**config.mk**
```make
export PLATFORM = sky130hd
export DESIGN_NAME = lsu
export DESIGN_NICKNAME = d
export VERILOG_FILES = /design/src/rtl/lsu_pkg.sv /design/src/rtl/lsu_ext.sv /design/src/rtl/lsu.sv
export SDC_FILE = /design/constraint.sdc
export NUM_CORES = 1
export LEC_CHECK = 0
export BUFFER_PORTS_ARGS = -buffer_cell sky130_fd_sc_hd__buf_2
export CELL_PAD_IN_SITES_DETAIL_PLACEMENT = 2
export CELL_PAD_IN_SITES_GLOBAL_PLACEMENT = 2
export CORE_ASPECT_RATIO = 2
export CORE_MARGIN = 5
export CORE_UTILIZATION = 24
export DETAILED_ROUTE_END_ITERATION = 10
export PLACE_DENSITY = 0.77
export SLEW_MARGIN = 10
export SYNTH_ARGS = -nofsm -noshare
export SYNTH_HDL_FRONTEND = slang
export SYNTH_SLANG_ARGS = --single-unit
```
**constraint.sdc**
```tcl
create_clock -name CLK -period 2.77 [get_ports CLK]
set_input_delay 0.277 -clock CLK [delete_from_list [all_inputs] [get_ports CLK]]
set_output_delay 0.277 -clock CLK [all_outputs]
set_load 0.01 [all_outputs]
```
**src/rtl/lsu_pkg.sv**
```systemverilog
`default_nettype none
// ============================================================================
// Module   : lsu_pkg
// Purpose  : Shared encodings for the load/store unit: mm write-size codes,
//            FSM state codes and a byte-count helper.
// Revision : 1.0 - initial release
// ============================================================================
package lsu_pkg;

  // mm write-strobe / access-size encoding
  localparam logic [1:0] MM_WR_NONE = 2'b00;
  localparam logic [1:0] MM_WR_B    = 2'b01;
  localparam logic [1:0] MM_WR_HW   = 2'b10;
  localparam logic [1:0] MM_WR_W    = 2'b11;

  typedef enum logic [1:0] {
    LSU_IDLE    = 2'd0,
    LSU_ISSUE   = 2'd1,
    LSU_CAPTURE = 2'd2,
    LSU_RESP    = 2'd3
  } lsu_state_e;

  // Number of bytes touched by an access of the given size (0 for NONE).
  function automatic logic [2:0] size_nbytes(input logic [1:0] size);
    case (size)
      MM_WR_B:  size_nbytes = 3'd1;
      MM_WR_HW: size_nbytes = 3'd2;
      MM_WR_W:  size_nbytes = 3'd4;
      default:  size_nbytes = 3'd0;
    endcase
  endfunction

endpackage
`default_nettype wire

```
**src/rtl/lsu_ext.sv**
```systemverilog
`default_nettype none
// ============================================================================
// Module   : lsu_ext
// Purpose  : Combinational load-data extraction with zero/sign extension of
//            the low byte or halfword of the mm read word.
// Revision : 1.0 - initial release
// ============================================================================
module lsu_ext
  import lsu_pkg::*;
(
  input  logic [31:0] data_i,
  input  logic [1:0]  size_i,
  input  logic        signed_i,
  output logic [31:0] data_o
);

  // Select the accessed field and fill the upper bits with sign or zero
  always_comb begin
    data_o = data_i;
    case (size_i)
      MM_WR_B:  data_o = {{24{signed_i & data_i[7]}},  data_i[7:0]};
      MM_WR_HW: data_o = {{16{signed_i & data_i[15]}}, data_i[15:0]};
      default:  data_o = data_i;
    endcase
  end

endmodule
`default_nettype wire

```
**src/rtl/lsu.sv**
```systemverilog
`default_nettype none
// ============================================================================
// Module   : lsu
// Purpose  : Load/store unit between the CPU datapath and the bit-addressed
//            main memory mm. One request at a time; checks size, range and
//            alignment, sequences mm's write strobe and registered read.
// Revision : 1.0 - initial release
// ============================================================================
module lsu
  import lsu_pkg::*;
#(
  parameter int unsigned MEM_BYTES   = 128,
  parameter bit          ALIGN_CHECK = 1'b1
) (
  input  logic        CLK,
  input  logic        RST,
  input  logic        REQ,
  input  logic        WE,
  input  logic [1:0]  SIZE,
  input  logic        SIGNED,
  input  logic [31:0] BADDR,
  input  logic [31:0] WDATA,
  output logic        BUSY,
  output logic        DONE,
  output logic        ERR,
  output logic [31:0] RDATA,
  output logic [1:0]  MM_WR,
  output logic [31:0] MM_D_IN_ADDR,
  output logic [31:0] MM_D_OUT_ADDR,
  output logic [31:0] MM_D_IN,
  input  logic [31:0] MM_D_OUT
);

  lsu_state_e  state_q, state_d;
  logic        we_q, we_d;
  logic [1:0]  size_q, size_d;
  logic        signed_q, signed_d;
  // Only the low 29 address bits survive the byte-to-bit conversion.
  logic [28:0] baddr_q, baddr_d;
  logic [31:0] wdata_q, wdata_d;
  logic        err_q, err_d;
  logic [31:0] rdata_q, rdata_d;

  logic [32:0] end_addr;
  logic        misaligned;
  logic        req_err;
  logic [31:0] ext_data;

  lsu_ext u_ext (
    .data_i   (MM_D_OUT),
    .size_i   (size_q),
    .signed_i (signed_q),
    .data_o   (ext_data)
  );

  // Request checks on the incoming (not yet latched) fields; 33-bit sum avoids wrap
  always_comb begin
    end_addr   = {1'b0, BADDR} + {30'd0, size_nbytes(SIZE)};
    misaligned = ((SIZE == MM_WR_HW) && BADDR[0]) ||
                 ((SIZE == MM_WR_W)  && (BADDR[1:0] != 2'b00));
    req_err    = (SIZE == MM_WR_NONE) ||
                 (end_addr > 33'(MEM_BYTES)) ||
                 (ALIGN_CHECK && misaligned);
  end

  // Next-state and latch-update logic
  always_comb begin
    state_d  = state_q;
    we_d     = we_q;
    size_d   = size_q;
    signed_d = signed_q;
    baddr_d  = baddr_q;
    wdata_d  = wdata_q;
    err_d    = err_q;
    rdata_d  = rdata_q;
    case (state_q)
      LSU_IDLE: begin
        if (REQ) begin
          we_d     = WE;
          size_d   = SIZE;
          signed_d = SIGNED;
          baddr_d  = BADDR[28:0];
          wdata_d  = WDATA;
          err_d    = req_err;
          state_d  = req_err ? LSU_RESP : LSU_ISSUE;
        end
      end
      LSU_ISSUE:   state_d = we_q ? LSU_RESP : LSU_CAPTURE;
      LSU_CAPTURE: begin
        rdata_d = ext_data;
        state_d = LSU_RESP;
      end
      LSU_RESP:    state_d = LSU_IDLE;
      default:     state_d = LSU_IDLE;
    endcase
  end

  // State and latched-request registers
  always_ff @(posedge CLK) begin
    if (RST) begin
      state_q  <= LSU_IDLE;
      we_q     <= 1'b0;
      size_q   <= MM_WR_NONE;
      signed_q <= 1'b0;
      baddr_q  <= '0;
      wdata_q  <= '0;
      err_q    <= 1'b0;
      rdata_q  <= '0;
    end else begin
      state_q  <= state_d;
      we_q     <= we_d;
      size_q   <= size_d;
      signed_q <= signed_d;
      baddr_q  <= baddr_d;
      wdata_q  <= wdata_d;
      err_q    <= err_d;
      rdata_q  <= rdata_d;
    end
  end

  // Outputs; the write strobe is gated by RST so an aborted store never lands
  always_comb begin
    BUSY          = (state_q != LSU_IDLE);
    DONE          = (state_q == LSU_RESP);
    ERR           = DONE & err_q;
    RDATA         = rdata_q;
    MM_D_IN_ADDR  = {baddr_q, 3'b000};
    MM_D_OUT_ADDR = {baddr_q, 3'b000};
    MM_D_IN       = wdata_q;
    MM_WR         = (state_q == LSU_ISSUE && we_q && !RST) ? size_q : MM_WR_NONE;
  end

endmodule
`default_nettype wire
```
# [Word level (Yosys, flattened, before mapping)]
# Cells that the tools add are included.
[classes] n_eq_ne=9 mux=7 div_mod_pow=0 magnitude_cmp=1 addsub=1 reduce_logical=13 shift=0 n_mul=0 bitwise_logic=3
[ops] operator="$pmux 32 s2" count=1
[ops] operator="$add 32x3->33" count=1
[ops] operator="$gt 33x8->1 const B" count=1
[ops] operator="$eq 2x2->1 const B" count=5
[ops] operator="$pmux 3 s3" count=1
[ops] operator="$pmux 2 s4" count=1
[ops] operator="$eq 2x1->1 const B" count=3
[ops] operator="$mux 2" count=3
[ops] operator="$logic_and 1x1->1" count=4
[ops] operator="$logic_not 2->1" count=2
[ops] operator="$reduce_bool 2->1" count=2
[ops] operator="$and 1x1->1" count=3
[ops] operator="$logic_or 1x1->1" count=3
[ops] operator="$ne 2x2->1 const B" count=1
[ops] operator="$reduce_and 2->1" count=1
[ops] operator="$logic_not 1->1" count=1
[ops] operator="$mux 1" count=1
[totals] latch_bits=0 mem_bits_ro=0 inputBits=103 memories=0 ff_bits=100 wordCells=42 ram_bits=0

# [Logic depth before layout (Yosys ltp)]
[depth] depth_word=9 mapped_depth=10 depth_no_buf=10

# [By module]
# Synthesis repeated with hierarchy kept, for this count alone.
[hier_totals] cells_unflattened=630 area_unflattened_um2=5001.0
[modules_own_cells] mod="lsu" seq_area_each_um2=2001.9 cells_each=568 area_each_um2=4620.7 instances=1
[modules_own_cells] mod="lsu_ext" seq_area_each_um2=0.0 cells_each=62 area_each_um2=380.4 instances=1

# [Worst setup path after synthesis]
# OpenSTA, ideal clock, no wires.
[synth_timing] kind="input to register" from="input SIZE[0]" to="register err_q" arrival_time_ns=2.382 t_required_ns=2.636 cell_stages=10 n_path_buf=0 slack_ns=0.254 setup_time_ns=0.134 cell_sequence="nor2b_1 > ha_1 > fa_1 > a21oi_1 > nor3b_4 > a211oi_1 > o2111a_1 > nand4_1 > nor4_2 > a211oi_1"
[synth_via] elab_chain_len=6 word_cells_on_any_way=12 cone_classes="add/sub: 1; order compare: 1; eq/ne: 3; mux: 1; reduce/logical: 6"
[synth_rtl] item="start: declaration" line_no="lsu.sv:19" source="input logic [1:0] SIZE,"
[synth_rtl] item="$eq 2x2->1, or another cell as far along" line_no="lsu_pkg.sv:25, lsu.sv:60"
[synth_rtl] item="$pmux 3 s3" line_no="lsu_pkg.sv:25" source="case (size)"
[synth_rtl] item="$add 32x3->33" line_no="lsu.sv:58" source="end_addr = {1'b0, BADDR} + {30'd0, size_nbytes(SIZE)};"
[synth_rtl] item="$gt 33x8->1" line_no="lsu.sv:62" source="(end_addr > 33'(MEM_BYTES)) ||"
[synth_rtl] item="$logic_or 1x1->1" line_no="lsu.sv:61" source="req_err = (SIZE == MM_WR_NONE) ||"
[synth_rtl] item="$logic_or 1x1->1 *" line_no="lsu.sv:62"
[synth_rtl] item="end signal: assignment" line_no="lsu.sv:116" source="err_q <= err_d;"
[synth_rtl] item="end: declaration" line_no="lsu.sv:41" source="logic err_q, err_d;"
# Every way passes the cells marked *; elsewhere a longest branch is shown, timed or not.
# A chain may end at the register's enable or synchronous reset.

# [Final worst setup path]
[layout_timing] from="input SIZE[0]" to="register state_q[1]"
[layout_via] elab_chain_len=9 word_cells_on_any_way=15 cone_classes="add/sub: 1; order compare: 1; eq/ne: 3; mux: 4; reduce/logical: 6"
[layout_rtl] item="$eq 2x2->1, or another cell as far along" line_no="lsu_pkg.sv:25, lsu.sv:60"
[layout_rtl] item="$pmux 3 s3" line_no="lsu_pkg.sv:25"
[layout_rtl] item="$add 32x3->33" line_no="lsu.sv:58"
[layout_rtl] item="$gt 33x8->1" line_no="lsu.sv:62"
[layout_rtl] item="$logic_or 1x1->1" line_no="lsu.sv:61"
[layout_rtl] item="$logic_or 1x1->1 *" line_no="lsu.sv:62"
[layout_rtl] item="$mux 2 *" line_no="lsu.sv:85" source="state_d = req_err ? LSU_RESP : LSU_ISSUE;"
[layout_rtl] item="$mux 2 *" line_no="lsu.sv:78" source="if (REQ) begin"
[layout_rtl] item="$pmux 2 s4 *" line_no="lsu.sv:76" source="case (state_q)"
[layout_rtl] item="end signal: assignment" line_no="lsu.sv:110" source="state_q <= state_d;"
[layout_rtl] item="end: declaration" line_no="lsu.sv:34" source="lsu_state_e state_q, state_d;"
# Every way passes the cells marked *; elsewhere a longest branch is shown, timed or not. The select of a mux whose other input is x is not followed.

==> impl_results.md <==
* Syn Area/Cell at 7.76 sq um
* Clock-pin slew on the worst setup and hold paths at 70 ps
* Fin Setup TNS at 0 ps
* Leak at 0.00290 uW
* Adder-cell share of the synthesized area at 0.0308
* Top cells by area, synth: dfxtp_1 43%, nand2_1 11%, a21oi_1 10%
* Via density per instance at 4.65
* Most frequent cells in the layout: 228 x buf_2, 141 x nand2_1, 100 x dfxtp_1
* Synth-to-Final Area Change at 32.5%
* 1st-iter DRT viols at 128
* Sink Count at 100
* #FFs+latches synth at 100
* Leading register cell type out of synthesis: dfxtp_1
* DP Wirelength at 15000 um
* GRT Util Overall at 0.165
* Post-place setup slack at -49.0 ps
* Placed cell count at 1040
* Complex-gate fraction of the synthesized area at 0.152
* Max-slew headroom at 0.567
* Worst Path Arrival at 2640 ps
* Leading area contributor after synthesis: dfxtp_1
* Total power at 5420 uW
* Synth top area share at 0.425
* Core box area at 0.0194 sq mm
* Vias in the first global route at 5464
* Htree depth at 3
* Layout cells sized above 1 at 0.334
* Kind of critical path: in2reg
* Die H at 208 um
* Fill cell count at 2328
* Initial core utilization at 0.243
* Mapped Area at 0.00471 sq mm
* Area occupied by multi-input gates at 0.00229 sq mm
* Root buffer cell: clkbuf_16
* Wire per inst at 17.9 um
* # DRC at 0
* Status: finished clean
* Routability cong. at 0.841
* Final setup vio count at 0
* Warnings, synthesis at 0
* Yosys cell types at 55
* Post-Synth XOR/XNOR Area at 0.0112
* Asr flop ratio synth at 0
* Max Cap Violations at 0
* Fin. Hold Viols at 0
* Least-Margin Pin Slew at 650 ps
* Cell Count, Final, Fillers Out at 1058
* VDD IR max at 0.316 mV
* PnR worst setup slack at 321 ps
* Area share of and/or/nand/nor cells after synthesis at 0.261
* Mapped Cells at 607
* Worst Setup End Kind: flip-flop
* Min Hold Slack at 173 ps
* Clock Tree Buf Depth at 2
* Number of routed nets with antenna violations at 0
* Final max-slew violation count at 0
* Pwr/cell area at 868 mW/mm^2
* GR Overflow Total at 0
* Final period util at 0.884
* Worst skew pair latency at 340 ps
* Reg area at 0.00200 sq mm
* RSZ-0062 raised after global routing: false
* Hold Buf Count CTS at 0
* Num CTS Buffers at 9
* Critical-path cell list: buf_2 -> nor2b_1 -> ha_1 -> fa_1 -> a21oi_1 -> nor3b_4 -> buf_4 -> nand3_1 -> nor3b_1 -> o21ai_1 -> nor4_2 -> a211oi_1
* Largest net degree at the start of global routing at 56
* Worst path required time at 2970 ps
* Die area at 0.0227 sq mm
* Post CTS Setup Buffer Count at 0
* Global-route wire length before repair at 29100 um
* CP max stage cell: fa_1
* Layout net count at 906
* Critical path fanouts, max at 6
* Ports at 236
* Mux cell area share after synthesis at 0.0258
* Startpoint Class: input pin
* Cell row count at 72
* Clk_skew at 8.82 ps
* Final min period at 2450 ps
* Worst min path class: in2reg
* Total iterations of the first detailed-routing run at 5
* # resized after CTS at 0
* Sequential fraction of the synthesis area at 0.425
* Largest family of logic cells by synthesized area: simple AND/OR/NAND/NOR gates
* Fmax at 408 MHz
* Total routed wirelength at 18900 um
* Port Buffers at 229
* Commonest non-fill, non-tap cell in the layout: buf_2
* Vias at 4916
* TritonCTS clock tree: done
* Post-synth EDFFs at 0
* Initial antenna violation count at 2
* Die Width at 109 um
* Slowest cell delay on critical path at 400 ps
## area by class of cell
| class | instances | area share |
|---|---|---|
| timing repair buffer | 239 | 0.200 |
| multi-input combinational | 432 | 0.367 |
| sequential | 100 | 0.321 |
| tap | 259 | 0.0519 |
| inverter | 10 | 0.00601 |
| clock inverter | 4 | 0.0156 |
| clock buffer | 12 | 0.0379 |
| antenna | 2 | 0.000802 |
## worst paths after layout
| path | slack [ps] | end | from | cells after the start |
|---|---|---|---|---|
| hold / removal | 170 | RDATA[5] | MM_D_OUT[5] | 3 |
| hold reg to reg | 450 | MM_D_IN[15] | MM_D_IN[15] | 2 |
| setup / recovery | 320 | state_q[1] | SIZE[0] | 12 |
| setup reg to reg | 760 | RDATA[23] | size_q[0] | 8 |
## where the power goes
group | leakage [uW] | switching [uW] | internal [uW]
sequential | 0.000820 | 200 | 1780
clock | 0.000157 | 564 | 886
combinational | 0.00193 | 1250 | 733
total | 0.00290 | 2020 | 3400
## cell families after synthesis
family | Yosys count
AO/OA/AOI/OAI | 127
XOR/XNOR | 6
buffers and inverters | 80
AND/OR/NAND/NOR | 270
adder cells (fa/ha/maj) | 11
multiplexers | 12
flip-flops | 100
other | 1
## critical path: cells and delay by family
family	cells	cell delay (ps)
buffers and inverters	2	300
AO/OA/AOI/OAI	3	590
adder cells (fa/ha/maj)	2	620
AND/OR/NAND/NOR	5	850
## sequential cells by signal (all words and copies together) (netlist names)
| name | flops |
|---|---|
| size_q | 2 |
| signed_q | 1 |
| baddr_q | 29 |
| state_q | 2 |
| we_q | 1 |
| RDATA | 32 |
| err_q | 1 |
| MM_D_IN | 32 |
## metal layers
metal | track usage | vias up | wire, um
met1 | 0.159 | 2383 | 6540
li1 | - | 2388 | -
met5 | 0 | - | 0
met2 | 0.336 | 132 | 11200
met3 | 0.0254 | 13 | 782
met4 | 0.0588 | 0 | 380
## metrics by stage
stage	instance area, sq um	utilization
after floorplan	4730	-
after global placement	5900	0.305
after detailed placement	5900	0.305
after CTS	6240	0.322
after global routing	6240	0.322
final	6240	0.322
## synthesized netlist by cell type (3+ instances only)
master    number
buf_4         35
and3_1         3
dfxtp_1      100
nor3_1        32
xnor2_1        4
nand3_1       11
a211oi_1       5
nor2b_1        3
a21oi_1       94
clkbuf_1      28
ha_1          10
nor3b_1        3
a21o_1         3
and2_1         5
inv_1         10
nand2_1      142
buf_1          5
o21ai_0        6
nand4_1       13
nor2_1        45
mux2i_1       11
Power figures use the tool's default switching activity.
